==> config.mk <==
export PLATFORM = sky130hd
export DESIGN_NAME = rcv_control
export DESIGN_NICKNAME = d
export VERILOG_FILES = /design/src/rtl/rcv_control.sv
export SDC_FILE = /design/constraint.sdc
export NUM_CORES = 1
export LEC_CHECK = 0
export BUFFER_PORTS_ARGS = -buffer_cell sky130_fd_sc_hd__buf_2
export CAP_MARGIN = 30
export CORE_AREA = 10 10 47 49
export DETAILED_ROUTE_END_ITERATION = 8
export DIE_AREA = 0 0 57 59
export GPL_TIMING_DRIVEN = 0
export SLEW_MARGIN = 20
export SYNTH_ARGS = -nofsm -noshare
export SYNTH_HDL_FRONTEND = slang
export SYNTH_SLANG_ARGS = --single-unit
==> constraint.sdc <==
create_clock -name clk -period 3.3 [get_ports clk]
set_clock_uncertainty 0.1 [all_clocks]
set_input_delay 0.66 -clock clk [delete_from_list [all_inputs] [get_ports clk]]
set_output_delay 0.66 -clock clk [all_outputs]
set_load 0.05 [all_outputs]
==> src/rtl/rcv_control.sv <==
// UART receive controller: start-edge detection on a synchronized line, packet
// sequencing against an external bit timer, and data_ready/overrun/framing status.
//
// state      | meaning
// IDLE       | waiting for a 1->0 edge on the synchronized line
// START      | one-cycle pause before the bit timer is enabled
// RECEIVE    | bit timer running, waiting for packet_done
// STOP_CHECK | sampling stop_bit from the shift register
// LOAD       | copying the shift register into the RX buffer
module rcv_control #(
  parameter int SYNC_STAGES = 2
) (
  input  logic clk,
  input  logic n_rst,
  input  logic serial_in,
  input  logic packet_done,
  input  logic stop_bit,
  input  logic data_read,
  output logic enable_timer,
  output logic load_buffer,
  output logic data_ready,
  output logic overrun_error,
  output logic framing_error,
  output logic start_detected
);

  typedef enum logic [2:0] {
    IDLE,
    START,
    RECEIVE,
    STOP_CHECK,
    LOAD
  } state_t;

  state_t state;

  logic [SYNC_STAGES-1:0] sync;
  logic [SYNC_STAGES-1:0] qual;
  logic                   history;
  logic                   armed;
  logic                   line;
  logic                   start_edge;

  assign line = sync[SYNC_STAGES-1];

  // The chain resets to 1, so a line held low through reset would look like an
  // edge once it propagates. Edges only count after a real 1 has been seen.
  assign start_edge = armed & history & ~line;

  assign start_detected = (state == IDLE) & start_edge;

  always_ff @(posedge clk or negedge n_rst) begin
    if (!n_rst) begin
      sync    <= '1;
      qual    <= '0;
      history <= 1'b1;
      armed   <= 1'b0;
    end else begin
      sync    <= {sync[SYNC_STAGES-2:0], serial_in};
      qual    <= {qual[SYNC_STAGES-2:0], 1'b1};
      history <= line;
      if (qual[SYNC_STAGES-1] && line) armed <= 1'b1;
    end
  end

  always_ff @(posedge clk or negedge n_rst) begin
    if (!n_rst) begin
      state         <= IDLE;
      enable_timer  <= 1'b0;
      load_buffer   <= 1'b0;
      data_ready    <= 1'b0;
      overrun_error <= 1'b0;
      framing_error <= 1'b0;
    end else begin
      enable_timer <= 1'b0;
      load_buffer  <= 1'b0;
      case (state)
        IDLE: begin
          if (start_edge) begin
            state         <= START;
            framing_error <= 1'b0;
          end
        end
        START: begin
          state        <= RECEIVE;
          enable_timer <= 1'b1;
        end
        RECEIVE: begin
          if (packet_done) state <= STOP_CHECK;
          else enable_timer <= 1'b1;
        end
        STOP_CHECK: begin
          if (stop_bit) begin
            state       <= LOAD;
            load_buffer <= 1'b1;
          end else begin
            state         <= IDLE;
            framing_error <= 1'b1;
          end
        end
        LOAD:    state <= IDLE;
        default: state <= IDLE;
      endcase

      // A load always leaves data_ready set, even when a read coincides.
      if (load_buffer) data_ready <= 1'b1;
      else if (data_read) data_ready <= 1'b0;

      if (load_buffer && data_ready && !data_read) overrun_error <= 1'b1;
      else if (data_read && !load_buffer) overrun_error <= 1'b0;
    end
  end

endmodule

==> flow_summary.ini, run 1 <==
[synthesis]
synthTopCellsByCount = dfrtp_1, dfstp_2
synth_seq_cells = 14
synth_edf_count = 0
yosys-top-cells-area = dfrtp_1, dfstp_2, nand4bb_4
synth_most_common_cell = dfrtp_1
async_reset_ff_share_pct = 100
ys_warn_count = 0
yosys.area.top_type_share_pct = 54.2
syn-mean-instance-area_sq_um = 14.5
yosys.area.top_type = dfrtp_1
synth_ff_type = dfrtp_1
ys_seq_area_share_pct = 69.7
postSynthCellCount = 35
syn_area_sq_um = 508
synthDistinctLibCells = 18
synth_fp_nets = 41

[worst_setup_path]
path_buf_inv = 1
cp-end-kind = primary output
startpoint_type = register
slowest_delay_ns = 0.44
crit_fanout = 7
critPathArrivalTime_ns = 1.35
path_cells = nand4bb_4, nor3_1, buf_2
crit_family = flip-flops
crit_path_top_delay_cell = dfrtp_1
critical_path_class = register to primary output
cp.required_ns = 2.54

[routing]
drc = 0
totalWireLength_um = 794
drt_iter0_drc = 3
antenna_left = 0
via_count = 315
drtPass1Iterations = 3
detail_route.wl_per_cell_um = 12.0
viasPerCell = 4.77

[clocking]
clk_latency_ns = 0.27
cts_buffers = 3
ctsResizeCount = 0
path_clk_slew_ns = 0.08
clockBufferDepth = 2
postCtsSetupRepairBufs = 0
cts_root_buffer = clkbuf_4
cts_tree = done
cts_sinks = 14
htree_levels = 1
cts_hold_buf = 0

[timing]
final_hold_viol_count = 0
period_share_pct = 64.1
max_freq_ghz = 0.473
fin_ws_ns = 1.19
tns_ns = 0
finalCriticalPeriod_ns = 2.11
rsz0062_at_grt = no
setup_viol = 0
maxSlewViolCount = 0

[layout]
layout-drive-gt1-share_pct = 36.0
n_antenna_cell = 0
area_growth_pct = 20.0
fin_nets = 57
fillers = 141

[power]
p_leak_uw = 0.000297
power_density_nw_per_um2 = 745
irDropWorstVdd_uv = 315

[global_route]
grt_pass1_wl_mm = 1.55
track_usage_pct = 5.78
antenna_found_initial = 0
grt_max_degree = 15
grt_overflow = 0
grt_pass1_vias = 346

[die]
io_pins = 12
die_height_um = 59
rows = 14
fp.dieArea_sq_um = 3360
core_sq_um = 1400
die_w_um = 57
start_util_pct = 36.2

[run_status]
status = complete, no violations

[place]
dpl_worst_slack_ns = 1.48
portBuffers = 11
place.gp.congestion = 0.675

[flow_run]
max_cap_viol_count = 0

[hold_path]
worstHoldPathType = input pin to async pin
-- where the power goes --
part / leakage (uW) / internal (uW) / switching (uW)
Clock: 0.0000150 / 46.7 / 48.2
Sequential: 0.000171 / 202 / 27.7
Combinational: 0.000112 / 46.9 / 82.7
-- metrics by stage --
step / util [%] / area, sq um / cells / total power (uW) / hold WS, ns
floorplan: - / 508 / 35 / 328 / 0.231
global placement: 41.6 / 583 / 62 / 361 / 0.233
detailed placement: 41.6 / 583 / 62 / 363 / 0.236
CTS: 43.5 / 609 / 66 / 460 / 0.170
global route: 43.5 / 609 / 66 / 486 / 0.168
finish: 43.5 / 609 / 66 / 454 / 0.170
-- kinds of logic (layout without fill, tap and decap cells) --
| kind of cell | Yosys count | in the layout | share of synthesized area, % |
|---|---|---|---|
| buf+inv | 1 | 16 | 0.738 |
| compound gates | 8 | 8 | 10.1 |
| flops | 14 | 14 | 69.7 |
| simple gates | 11 | 11 | 18.7 |
| other cells | 1 | 1 | 0.738 |
-- worst register-to-register path: stages (launching register included) --
cell and delay (ns):
dfrtp_1 0.44, nand4bb_4 0.23, o21a_1 0.19, o22a_1 0.19
-- per-layer routing --
layer | track usage (%) | up-vias | part of all wire (%)
met3 | 3.65 | 4 | 9.8
met4 | 4.03 | 0 | 2.1
li1 | - | 156 | -
met2 | 6.98 | 12 | 35
met5 | 0 | - | 0
met1 | 7.14 | 143 | 53
-- sequential cells by signal, indices dropped and copies added, names as in the netlist --
name and count:
history 1, sync 2, data_ready 1, load_buffer 1, armed 1, framing_error 1
state 3, qual 2, overrun_error 1, enable_timer 1
-- path summary, 6_finish.rpt --
check / from / endpoint / slack, ns / cells past startpoint
setup / recovery: state[1] / start_detected / 1.19 / 3
hold / removal: n_rst / state[0] / 0.17 / 1
setup reg to reg: state[1] / framing_error / 2.05 / 3
hold reg to reg: qual[0] / qual[1] / 0.25 / 0
max in group asynchronous: n_rst / history / 2.65 / 1
min in group clk: qual[0] / qual[1] / 0.25 / 0
-- placed cells by master, fill, tap and decap left out, drive strengths merged --
master	n
nor3b	1
buf	11
nor2b	1
dfstp	3
or2	2
a21o	1
o22a	1
dfrtp	11
nand2b	2
and4b	2
o21a	1
clkbuf	4
nor3	1
o21ai	2
a211oi	1
nand2	1
inv	1
conb	1
a21oi	2
nand4bb	1
-- layout make-up --
cell class / instances / area (sq um) / share of cell area, %
clock buffers: 4 / 26.3 / 4.31
multi-input cells: 20 / 150 / 24.6
well taps: 16 / 20.0 / 3.29
repair buffers: 11 / 55.1 / 9.03
inverters: 1 / 3.75 / 0.616
flip-flops and latches: 14 / 354 / 58.1
Note: power is estimated with default switching activity, not from simulation.
==> inputs of run 2 (changes only) <==
--- a/config.mk
+++ b/config.mk
@@ -5,6 +5,7 @@
 export SDC_FILE = /design/constraint.sdc
 export NUM_CORES = 1
 export LEC_CHECK = 0
+export ABC_AREA = 1
 export BUFFER_PORTS_ARGS = -buffer_cell sky130_fd_sc_hd__buf_2
 export CAP_MARGIN = 30
 export CORE_AREA = 10 10 47 49
==> constraint.sdc (replaced) <==
create_clock -name clk -period 1.7 [get_ports clk]
set_clock_uncertainty 0.1 [all_clocks]
set_input_delay 0.34 -clock clk [delete_from_list [all_inputs] [get_ports clk]]
set_output_delay 0.34 -clock clk [all_outputs]
set_load 0.05 [all_outputs]
==> run 2 against run 1 <==
Clock power increased to 2.6 times the previous value. First-iteration DRC count increased by 33%. Critical path depth increased by 1. Sequential share of layout area decreased by 3.0 points. Critical path type unchanged. Critical endpoint unchanged.
==> flow_summary.ini, run 2 <==
[die]
die_height_um = 59
fp.dieArea_sq_um = 3360
io_pins = 12
rows = 14
start_util_pct = 35.7
die_w_um = 57
core_sq_um = 1400

[clocking]
htree_levels = 1
clk_latency_ns = 0.28
cts_sinks = 14
cts_tree = done
clockBufferDepth = 2
path_clk_slew_ns = 0.09
cts_root_buffer = clkbuf_4
cts_buffers = 3

[worst_setup_path]
critPathLaunch = state[0]
reg2reg_depth = 5
critPathCapture = start_detected
crit_fanout = 4
critical_path_class = register to primary output
r2r_slack_ns = 0.60
cp-end-kind = primary output
rr_startpoint = state[0]
cp.required_ns = 1.26
startpoint_type = register
reg2reg_to = state[0]
critPathArrivalTime_ns = 1.19

[power]
pwr-share-comb_pct = 36.8
power.internal_uw = 663
pwr-share-seq_pct = 41.5
irDropWorstVdd_uv = 846
switchingPower_uw = 455
clkPwrFrac_pct = 21.7
swShare_pct = 40.7
p_leak_uw = 0.000331
power_density_nw_per_um2 = 1740

[synthesis]
yosys.area.top_type_share_pct = 55.0
syn-mean-instance-area_sq_um = 11.4
synth_fp_nets = 50
synthDistinctLibCells = 16
ys_seq_area_share_pct = 70.8
synth_most_common_cell = dfrtp_1
synth_ff_type = dfrtp_1
synth_seq_cells = 14
async_reset_ff_share_pct = 100
syn_area_sq_um = 500
ys_warn_count = 0
yosys-top-cells-area = dfrtp_1, dfstp_2, inv_1
yosys.area.top_type = dfrtp_1
synthTopCellsByCount = dfrtp_1, inv_1, nand2_1, dfstp_2, nand3_1
postSynthCellCount = 44
synth_edf_count = 0

[timing]
final_hold_viol_count = 0
tns_ns = 0
period_share_pct = 95.7
rsz0062_at_grt = no
max_freq_ghz = 0.615
fin_ws_ns = 0.0730
setup_viol = 0
finalCriticalPeriod_ns = 1.63
maxSlewViolCount = 0

[routing]
viasPerCell = 4.32
via_count = 333
drc = 0
drt_iter0_drc = 4
drtPass1Iterations = 4
totalWireLength_um = 891
antenna_left = 0
detail_route.wl_per_cell_um = 11.6

[place]
portBuffers = 11
place.gp.congestion = 0.741
place_inst = 71
hpwl_um = 614
dpl_worst_slack_ns = 0.238
placed_area_sq_um = 578

[global_route]
grt_pass1_vias = 347
grt_pass1_wl_mm = 1.53
grt_max_degree = 15
grt_overflow = 0
track_usage_pct = 5.79
antenna_found_initial = 0

[layout]
utilization_pct = 46.0
area_growth_pct = 28.8
largest_reg_flops = 3
fillers = 138
n_antenna_cell = 0
multi_input_area_sq_um = 128
final_cell_area_sq_um = 644
regArea_sq_um = 355
top_regs = state x3, qual x2, sync x2
final_cells = 77
layout-drive-gt1-share_pct = 42.6
fin_nets = 68
final_cell_mix = dfrtp_1, buf_2, inv_1, nand2_1
regMostFlops = state

[run_status]
status = complete, no violations

[hold_path]
worstHoldPathType = input pin to register

[flow_run]
max_cap_viol_count = 0
-- run 2: cell count changes in the layout (fill, tap and decap cells not counted), sizes merged, moves of 2 or more --
cell    previous run  this run
a21oi              2         0
and4b              2         0
inv                1         7
nand2              1         7
nand2b             2         0
nand3              0         3
nor2               0         3
o21ai              2         4
or2                2         0
-- run 2: cell type report --
class / count / share of cell area, %
timing repair buffer: 13 / 12.2
inverter: 7 / 4.08
clock buffer: 4 / 5.63
sequential: 14 / 55.1
tap: 16 / 3.11
multi-input combinational: 23 / 19.8
-- run 2: cells by family (layout without fill, tap and decap cells) --
logic type | count (synthesis) | after routing | synth area share [%]
DFF | 14 | 14 | 70.8
and+or+nand+nor | 17 | 17 | 17.8
buffers and inverters | 7 | 24 | 5.25
AOI/OAI and AO/OA | 5 | 5 | 5.50
other | 1 | 1 | 0.749
-- run 2: repair_timing --
action | 4_1_cts | 5_1_grt
buffers inserted | 0 | 1
hold buffers | 1 | 0
gates resized for setup | 2 | 3
cloned | 0 | 0
endpoints found under the hold margin | 11 | 0
pin swaps | 1 | 1
setup endpoints to repair | 1 | 1
-- run 2: worst min path at each step --
stage,start,end,cells after the start
6_report,serial_in,sync[0],1
5_1_grt,serial_in,sync[0],1
2_1_floorplan,n_rst,armed,0
4_1_cts,serial_in,sync[0],1
3_5_place_dp,n_rst,enable_timer,1
3_3_place_gp,n_rst,enable_timer,1
-- run 2: metal layers --
metal	part of all wire, %	global-route usage, %	wire, um
met1	45	6.67	403
met2	44	7.91	393
met3	11	3.86	94
met4	0	3.02	0
met5	0	0	0
-- run 2: through the flow --
stage,hold slack (ns),total power (uW)
after floorplan,-0.0556,753
after detailed placement,0.147,841
after global routing,0.0272,1200
final,0.0528,1120
after CTS,0.0435,1100
after global placement,0.145,838
-- run 2: critical path, stage by stage (launching register included) --
cell     delay [ns]
dfrtp_2        0.44
nor2_4         0.12
nand2_2        0.06
nor2_2         0.11
buf_6          0.16
-- run 2: power by group through the flow --
stage               logic (uW)  clock network, uW  registers [uW]
finish                     411                243             465
global route               450                270             478
CTS                        395                250             459
detailed placement         375                  0             466
global placement           373                  0             464
floorplan                  161                  0             592
